[src/rtl/load_store_unit.sv]
// load_store_unit
//   Memory stage behind the single-cycle datapath. Validates a load/store
//   request, runs one req/ack transaction against a 64-bit data memory and
//   returns the size-formatted, sign/zero-extended load value. The datapath
//   is stalled from the request cycle until the transaction resolves.
//
// Ports:
//   clk        rising-edge clock
//   reset      asynchronous active-low reset
//   memread    load requested this cycle
//   memwrite   store requested this cycle
//   funct3     size/sign: 000 B, 001 H, 010 W, 011 D, 100 BU, 101 HU, 110 WU
//   addr       effective byte address
//   wdata      store data, LSB-aligned
//   read_data  formatted load result (held until next load/fault/bus error)
//   stall      hold PC and register-file write
//   fault      one-cycle pulse on misaligned / illegal request
//   bus_error  one-cycle pulse when the memory does not answer in time
//   mem_req    memory request, held until mem_ack
//   mem_we     1 = write
//   mem_addr   doubleword-aligned address
//   mem_wdata  store data placed on its byte lanes
//   mem_wstrb  byte enables for writes, 0 on reads
//   mem_ack    memory completes the request this cycle
//   mem_rdata  read doubleword, valid with mem_ack
module load_store_unit #(
  parameter int TIMEOUT = 16,
  parameter int TCW     = 5
) (
  input  logic        clk,
  input  logic        reset,
  input  logic        memread,
  input  logic        memwrite,
  input  logic [2:0]  funct3,
  input  logic [63:0] addr,
  input  logic [63:0] wdata,
  output logic [63:0] read_data,
  output logic        stall,
  output logic        fault,
  output logic        bus_error,
  output logic        mem_req,
  output logic        mem_we,
  output logic [63:0] mem_addr,
  output logic [63:0] mem_wdata,
  output logic [7:0]  mem_wstrb,
  input  logic        mem_ack,
  input  logic [63:0] mem_rdata
);

  typedef enum logic [1:0] {IDLE, BUSY, DONE} state_t;

  state_t          state, state_next;
  logic [TCW-1:0]  count, count_next;
  logic [2:0]      op_f3, op_f3_next;
  logic [2:0]      op_off, op_off_next;

  logic [63:0]     read_data_next, mem_addr_next, mem_wdata_next;
  logic [7:0]      mem_wstrb_next;
  logic            fault_next, bus_error_next, mem_req_next, mem_we_next;

  logic            op, misaligned, legal;
  logic [7:0]      size_strb;
  logic [63:0]     shifted, load_value;

  assign op = memread | memwrite;

  // funct3[1:0] encodes the access size for both signed and unsigned loads.
  always_comb begin
    misaligned = 1'b0;
    size_strb  = 8'h01;
    case (funct3[1:0])
      2'b01: begin misaligned = addr[0];       size_strb = 8'h03; end
      2'b10: begin misaligned = |addr[1:0];    size_strb = 8'h0F; end
      2'b11: begin misaligned = |addr[2:0];    size_strb = 8'hFF; end
      default: begin misaligned = 1'b0;        size_strb = 8'h01; end
    endcase
  end

  assign legal = !(memread & memwrite) && !(memwrite & funct3[2]) &&
                 (funct3 != 3'b111) && !misaligned;

  assign stall = ((state == IDLE) && op && legal) || (state == BUSY);

  // Bring the addressed byte lane down to bit 0, then truncate and extend.
  assign shifted = mem_rdata >> {op_off, 3'b000};

  always_comb begin
    load_value = 64'd0;
    case (op_f3)
      3'b000:  load_value = {{56{shifted[7]}},  shifted[7:0]};
      3'b001:  load_value = {{48{shifted[15]}}, shifted[15:0]};
      3'b010:  load_value = {{32{shifted[31]}}, shifted[31:0]};
      3'b011:  load_value = shifted;
      3'b100:  load_value = {56'd0, shifted[7:0]};
      3'b101:  load_value = {48'd0, shifted[15:0]};
      3'b110:  load_value = {32'd0, shifted[31:0]};
      default: load_value = 64'd0;
    endcase
  end

  always_comb begin
    state_next     = state;
    count_next     = count;
    op_f3_next     = op_f3;
    op_off_next    = op_off;
    read_data_next = read_data;
    mem_req_next   = mem_req;
    mem_we_next    = mem_we;
    mem_addr_next  = mem_addr;
    mem_wdata_next = mem_wdata;
    mem_wstrb_next = mem_wstrb;
    fault_next     = 1'b0;
    bus_error_next = 1'b0;

    case (state)
      IDLE: begin
        if (op) begin
          if (!legal) begin
            fault_next     = 1'b1;
            read_data_next = 64'd0;
          end else begin
            state_next     = BUSY;
            count_next     = '0;
            op_f3_next     = funct3;
            op_off_next    = addr[2:0];
            mem_req_next   = 1'b1;
            mem_we_next    = memwrite;
            mem_addr_next  = {addr[63:3], 3'b000};
            mem_wdata_next = wdata << {addr[2:0], 3'b000};
            mem_wstrb_next = memwrite ? (size_strb << addr[2:0]) : 8'h00;
          end
        end
      end
      BUSY: begin
        if (mem_ack) begin
          // An ack always wins over a timeout in the same cycle.
          mem_req_next   = 1'b0;
          mem_wstrb_next = 8'h00;
          if (!mem_we)
            read_data_next = load_value;
          state_next = DONE;
        end else if (count == TCW'(TIMEOUT - 1)) begin
          mem_req_next   = 1'b0;
          mem_wstrb_next = 8'h00;
          read_data_next = 64'd0;
          bus_error_next = 1'b1;
          state_next     = DONE;
        end else begin
          count_next = count + TCW'(1);
        end
      end
      DONE: begin
        // Commit cycle for the datapath; requests are not sampled here.
        state_next = IDLE;
      end
      default: state_next = IDLE;
    endcase
  end

  always_ff @(posedge clk or negedge reset) begin
    if (!reset) begin
      state     <= IDLE;
      count     <= '0;
      op_f3     <= 3'd0;
      op_off    <= 3'd0;
      read_data <= 64'd0;
      fault     <= 1'b0;
      bus_error <= 1'b0;
      mem_req   <= 1'b0;
      mem_we    <= 1'b0;
      mem_addr  <= 64'd0;
      mem_wdata <= 64'd0;
      mem_wstrb <= 8'h00;
    end else begin
      state     <= state_next;
      count     <= count_next;
      op_f3     <= op_f3_next;
      op_off    <= op_off_next;
      read_data <= read_data_next;
      fault     <= fault_next;
      bus_error <= bus_error_next;
      mem_req   <= mem_req_next;
      mem_we    <= mem_we_next;
      mem_addr  <= mem_addr_next;
      mem_wdata <= mem_wdata_next;
      mem_wstrb <= mem_wstrb_next;
    end
  end

endmodule

[config.mk]
export PLATFORM = sky130hd
export DESIGN_NAME = load_store_unit
export DESIGN_NICKNAME = d
export VERILOG_FILES = /design/src/rtl/load_store_unit.sv
export SDC_FILE = /design/constraint.sdc
export NUM_CORES = 1
export LEC_CHECK = 0
export ABC_CLOCK_PERIOD_IN_PS = 3050
export BUFFER_PORTS_ARGS = -buffer_cell sky130_fd_sc_hd__buf_2
export CAP_MARGIN = 20
export CELL_PAD_IN_SITES_DETAIL_PLACEMENT = 0
export CELL_PAD_IN_SITES_GLOBAL_PLACEMENT = 2
export CORE_MARGIN = 10
export CORE_UTILIZATION = 29
export DETAILED_ROUTE_END_ITERATION = 10
export GPL_ROUTABILITY_DRIVEN = 0
export PLACE_DENSITY = 0.89
export SLEW_MARGIN = 30
export SYNTH_ARGS = -nofsm -noshare
export SYNTH_HDL_FRONTEND = slang
export SYNTH_SLANG_ARGS = --single-unit
[constraint.sdc]
create_clock -name clk -period 3.05 [get_ports clk]
set_clock_uncertainty 0.15 [all_clocks]
set_input_delay 0.4575 -clock clk [delete_from_list [all_inputs] [get_ports clk]]
set_output_delay 0.4575 -clock clk [all_outputs]
set_load 0.05 [all_outputs]
== Yosys cells after proc, flatten, opt, wreduce, memory -nomap -nowiden ==
Cells that the tools add are included.

* Register bits: 214
* Output and inout port bits: 205
* Word-level logic and storage cells: 93

* Add/subtract/negate cells: 1
* Equal/unequal tests: 19
* Shift-type cells: 3
* Muxes and demuxes: 36
* Bitwise logic cells: 3
* Reductions and logical operators: 19

{| class="wikitable"
|+ Operator list
! operator !! count
|-
| $pmux W64 S7 || 1
|-
| $mux W64 || 5
|-
| $pmux W64 S2 || 1
|-
| $shl A64 B6 Y64 || 1
|-
| $shr A64 B6 Y64 || 1
|-
| $mux W8 || 5
|-
| $pmux W8 S3 || 1
|-
| $mux W5 || 4
|-
| $pmux W8 S2 || 1
|-
| $mux W1 || 10
|-
| $ne A2 B2 Y1 const B || 5
|-
| $pmux W5 S2 || 1
|-
| $reduce_and A5 Y1 || 2
|-
| $eq A3 B3 Y1 const B || 3
|-
| $mux W2 || 4
|-
| $shl A8 B3 Y8 || 1
|-
| $eq A3 B2 Y1 const B || 2
|-
| $ne A3 B3 Y1 const B || 2
|-
| $reduce_and A3 Y1 || 2
|-
| $add A5 B1 Y5 const B || 1
|-
| $eq A5 B4 Y1 const B || 1
|-
| $logic_and A1 B1 Y1 || 5
|-
| $eq A2 B1 Y1 const B || 2
|-
| $eq A2 B2 Y1 const B || 2
|-
| 15 further kinds || 18
|}

== Depth between registers and ports, before layout ==
* Word-level depth: 8
* Mapped depth: 11
* Gate-level depth less buffers: 8

== Least setup slack after synthesis ==
OpenSTA, ideal clock, no wires.

* Kind: input port to output port
* From: in addr[0]
* To: out stall
* Arrival: 2.213 ns
* Data required time: 2.442 ns
* Setup slack: 0.229 ns
* Stages on the path: 8
* Path through: buf_2 -> nor2_4 -> o22ai_1 -> or4_1 -> buf_2 -> buf_2 -> buf_2 -> nand2_1

* Word-level cells in the longest chain between the ends: 6

{| class="wikitable"
|+ Ends and longest elaborated chain
! item !! line !! text
|-
| from (decl) || 35 || <nowiki>input logic [63:0] addr,</nowiki>
|-
| $reduce_or A3 Y1 / $reduce_or A2 Y1 (equally long branches) || 74, 73 ||
|-
| $pmux W1 S3 (*) || 71 || <nowiki>case (funct3[1:0])</nowiki>
|-
| $logic_not A1 Y1 (*) || 80 || <nowiki>(funct3 != 3'b111) && !misaligned;</nowiki>
|-
| $logic_and A1 B1 Y1 (*) || 80 ||
|-
| $logic_and A1 B1 Y1 (*) || 82 || <nowiki>assign stall = ((state == IDLE) && op && legal) || (state == BUSY);</nowiki>
|-
| $logic_or A1 B1 Y1 (*) || 82 ||
|-
| to (decl) || 38 || <nowiki>output logic stall,</nowiki>
|}

Every way passes the cells marked *; elsewhere a longest branch is shown, timed or not.

== Worst setup path after layout ==
* From: reg op_off[1]
* To: reg read_data[60]

* Word-level cells in the longest chain between the ends: 5

{| class="wikitable"
|+ Ends and longest elaborated chain
! item !! line !! text
|-
| from (decl) || 55 || <nowiki>logic [2:0] op_off, op_off_next;</nowiki>
|-
| from (signal assigned) || 178 || <nowiki>op_off <= op_off_next;</nowiki>
|-
| $shr A64 B6 Y64 || 85 || <nowiki>assign shifted = mem_rdata >> {op_off, 3'b000};</nowiki>
|-
| $pmux W64 S7 || 89 || <nowiki>case (op_f3)</nowiki>
|-
| $mux W64 || 139 || <nowiki>if (!mem_we)</nowiki>
|-
| $mux W64 || 135 || <nowiki>if (mem_ack) begin</nowiki>
|-
| $pmux W64 S2 || 115 || <nowiki>case (state)</nowiki>
|-
| to (signal assigned) || 179 || <nowiki>read_data <= read_data_next;</nowiki>
|-
| to (decl) || 37 || <nowiki>output logic [63:0] read_data,</nowiki>
|}

No other way between the ends. The select of a mux whose other input is x is not followed.
A chain may end at the register's enable or synchronous reset.

==> summary.md <==
| Metric | Value |
|---|---|
| Crit path max-delay family | `compound AO/OA/AOI/OAI gates` |
| Overall overflow remaining after global route | `0` |
| Hold Fails Final Rpt | `0` |
| H-tree depth | `1` |
| Critical path's slowest cell | `sky130_fd_sc_hd__a2111oi_1` |
| Total via count after detailed routing | `11700` |
| Upper clock frequency limit | `341 MHz` |
| Clock net sink count | `214` |
| Leak | `7.98 nW` |
| CTS Buf Count | `26` |
| PwrDens | `878 mW/mm²` |
| Kind of path behind the tightest hold check | `input port to flip-flop` |
| Max Fanout on Critical Path | `31` |
| Share of flip-flops with an asynchronous set or reset after synthesis | `1.00` |
| Total number of placement rows | `73` |
| Power share of the clock group | `0.242` |
| Buffers inserted during post-CTS setup optimization | `0` |
| CP required | `3320 ps` |
| Startpoint of the worst register-to-register path | `op_off[1]` |
| Buffers plus inverters on the worst setup path | `2` |
| Root cell of the clock tree | `sky130_fd_sc_hd__clkbuf_16` |
| First-pass iteration count of the detailed router | `5` |
| Nets@finish | `1910` |
| Clock latency reported for the late side of the worst-skew pair | `550 ps` |
| Worst hold endpoint | `op_f3[2]` |
| Worst relative slew slack | `0.394` |
| Avg Synthesized Cell Area | `9.10 µm²` |
| Classification of the worst setup path | `flip-flop to flip-flop` |
| Worst slew pin tran | `909 ps` |
| Initial Utilization | `0.295` |
| Hold-critical path depth | `3` |
| Sum of net half-perimeters after detailed placement | `35900 µm` |
| Reg power frac | `0.288` |
| IR Drop Worst-Case VDD | `0.588 mV` |
| Warnings, synthesis | `0` |
| Die width | `222 µm` |
| Post-detailed-route DRC marker count | `0` |
| Clock Tree Buf Depth | `3` |
| Area of the mapped netlist | `0.0118 mm²` |
| Critical path's largest stage delay | `630 ps` |
| Switching power summed over all nets | `6.57 mW` |
| Count of distinct cell types in the synthesized netlist | `69` |
| Part of the Yosys area used for sequential elements | `0.455` |
| Die area | `0.0491 mm²` |
| Final setup viols | `0` |
| CTS tree | `yes` |
| Final standard cell utilization of the core | `0.399` |
| Count of flip-flops with a built-in enable after synthesis | `0` |
| Net switching share of the total power | `0.471` |
| Clock transition at the register clock pins on the worst setup and hold paths after CTS | `60 ps` |
| Max-slew violation count | `0` |
| Cells along the critical path | `buf_4 > nor3b_4 > a222oi_1 > nor4b_4 > a2111oi_1 > buf_4 > o21ai_0` |
| Setup TNS after final layout | `0 ps` |
| RSZ-0062 raised after global routing | `no` |
| Area Overhead vs Synth | `35.1%` |
| Wire length of the first global-routing pass | `74000 µm` |
| Count of pins on the block boundary | `405` |
| Total core area | `0.0399 mm²` |
| Minimum clock period | `2940 ps` |
| Number of nets still failing antenna checks after routing | `0` |
| Vias per cell | `5.18` |
| Crit share post-route | `0.963` |
| Internal power of the cells | `7.39 mW` |
| Setup slack of the most critical reg-to-reg path | `110 ps` |
| Avg WL per Cell | `21.6 µm` |
| Number of logic stages on the critical path including buffering | `7` |
| Gate count after technology mapping | `1294` |
| Top FF cell, synth | `sky130_fd_sc_hd__dfrtp_1` |
| Register bit total from synthesis | `214` |
| Fraction of final layout cells sized beyond drive strength 1 | `0.310` |
| Global router's overall resource usage | `0.188` |
| Worst Reg2Reg Path Length in Cells | `7` |
| Arrival time worst endpoint | `3200 ps` |
| Number of antenna violations at the first check in global routing | `3` |
| Largest net degree at the start of global routing | `159` |
| Diodes inserted | `0` |
| CP Capture Type | `flip-flop` |
| Most frequent CP cell | `sky130_fd_sc_hd__buf_4` |
| Relative contribution of combinational cells to total power | `0.469` |
| Outcome | `finished clean` |
| Overall die height | `222 µm` |
| Hold Crit Start | `funct3[2]` |
| Via count of the first global-routing pass | `12000` |
| Number of max-cap violations | `0` |
| Endpoint of the lowest-slack register-to-register path | `read_data[60]` |
| Wire length after detailed routing | `48600 µm` |
| DRC marker count from the first detailed-route iteration | `848` |
| Count of port buffers added during placement | `401` |
| Type of origin of the critical path | `flip-flop` |
| Smallest hold slack | `28.6 ps` |
-- tightest hold or removal path: cells and delay by family --
family / cells / cell delay [ps]
AND/OR/NAND/NOR: 2 / 140
buffers and inverters: 1 / 100
-- power by group through the flow --
stage | clock network, mW | registers [mW] | logic, mW
after floorplan | 0 | 6.25 | 2.29
after global placement | 0 | 4.03 | 6.46
after detailed placement | 0 | 4.04 | 6.49
after CTS | 3.48 | 4.02 | 6.55
after global routing | 3.60 | 4.12 | 6.96
final | 3.39 | 4.03 | 6.55
-- registers in the layout (all words and copies together), names as in the netlist --
name,flops
read_data,64
mem_we,1
count,5
mem_addr,61
mem_wdata,64
mem_wstrb,8
state,2
bus_error,1
op_f3,3
mem_req,1
fault,1
op_off,3
-- per-layer routing --
metal	track usage	vias up	wire, µm
li1	-	5430	-
met1	0.227	5606	19700
met2	0.308	549	22800
met3	0.0684	89	4890
met4	0.0545	6	1250
met5	0	-	37
-- how the worst max path moves through the flow --
stage | from | end | slack, ps
2_1_floorplan | addr[0] | stall | 230
3_3_place_gp | op_off[1] | read_data[60] | 70
3_5_place_dp | op_off[1] | read_data[60] | 30
4_1_cts | op_off[1] | read_data[60] | 20
5_1_grt | state[0] | stall | 40
6_report | op_off[1] | read_data[60] | 110
-- synth_stat cells (all sizes together), types with 7 or more instances --
cell type / number / area (µm²)
a21oi: 69 / 345
a21o: 9 / 67.6
nor3b: 12 / 106
o21a: 10 / 75.1
mux4: 7 / 158
mux2i: 91 / 911
o221ai: 11 / 96.3
nor2: 64 / 250
o211ai: 8 / 60.1
o21ai: 59 / 295
nand2: 330 / 1240
a32oi: 11 / 96.3
a2bb2oi: 13 / 114
nand3: 24 / 120
mux2: 28 / 319
clkbuf: 52 / 195
a31oi: 9 / 56.3
nor2b: 29 / 181
o22ai: 8 / 50.1
a41oi: 14 / 123
buf: 64 / 340
a2111oi: 17 / 175
or3: 8 / 50.1
a211oi: 48 / 360
nor3: 7 / 35.0
inv: 9 / 33.8
dfrtp: 214 / 5360
o31ai: 17 / 133
-- cell type report --
class	instances	area, µm²
Tap cell	525	657
Fill cell	3988	24000
Clock buffer	39	801
Sequential cell	214	5360
Inverter	9	33.8
Timing Repair Buffer	500	3020
Clock inverter	9	130
Multi-Input combinational cell	957	5920
-- cell usage in the layout (no fill, tap or decap), drive strengths merged, types with 24 or more instances in the layout --
master / netlist / final
o21ai: 59 / 59
nand3: 24 / 24
clkbuf: 52 / 39
nand2: 330 / 330
nor2: 64 / 64
a211oi: 48 / 48
nor2b: 29 / 29
dlygate4sd3: 0 / 63
mux2: 28 / 28
mux2i: 91 / 91
buf: 64 / 437
a21oi: 69 / 69
dfrtp: 214 / 214
-- what timing repair did --
item / 4_1_cts / 5_1_grt
hold endpoints to repair: 111 / 0
pin swaps: 0 / 0
gates cloned: 0 / 0
setup endpoints to repair: 1 / 3
hold buffers: 63 / 0
gates resized for setup: 1 / 3
-- stage by stage --
stage               worst slack (ps)  instances  power [mW]  cell area [µm²]
global route                    40.0       2253        14.7            15900
global placement                74.0       2141        10.5            14300
floorplan                        229       1296        8.54            11800
CTS                             16.6       2252        14.1            15900
finish                           113       2253        14.0            15900
detailed placement              34.3       2141        10.5            14300
-- cell families (layout without fill, tap and decap cells) --
kind of cell | after synthesis | after routing | share of synthesized area
multiplexers | 126 | 126 | 0.118
XOR/XNOR | 2 | 2 | 0.00149
buffers and inverters | 125 | 557 | 0.0483
adder cells (fa/ha/maj) | 2 | 2 | 0.00212
flip-flops | 214 | 214 | 0.455
AND/OR/NAND/NOR | 503 | 503 | 0.187
AO/OA/AOI/OAI | 321 | 321 | 0.188
other | 1 | 3 | 0.000318
Note: power is estimated with default switching activity, not from simulation.
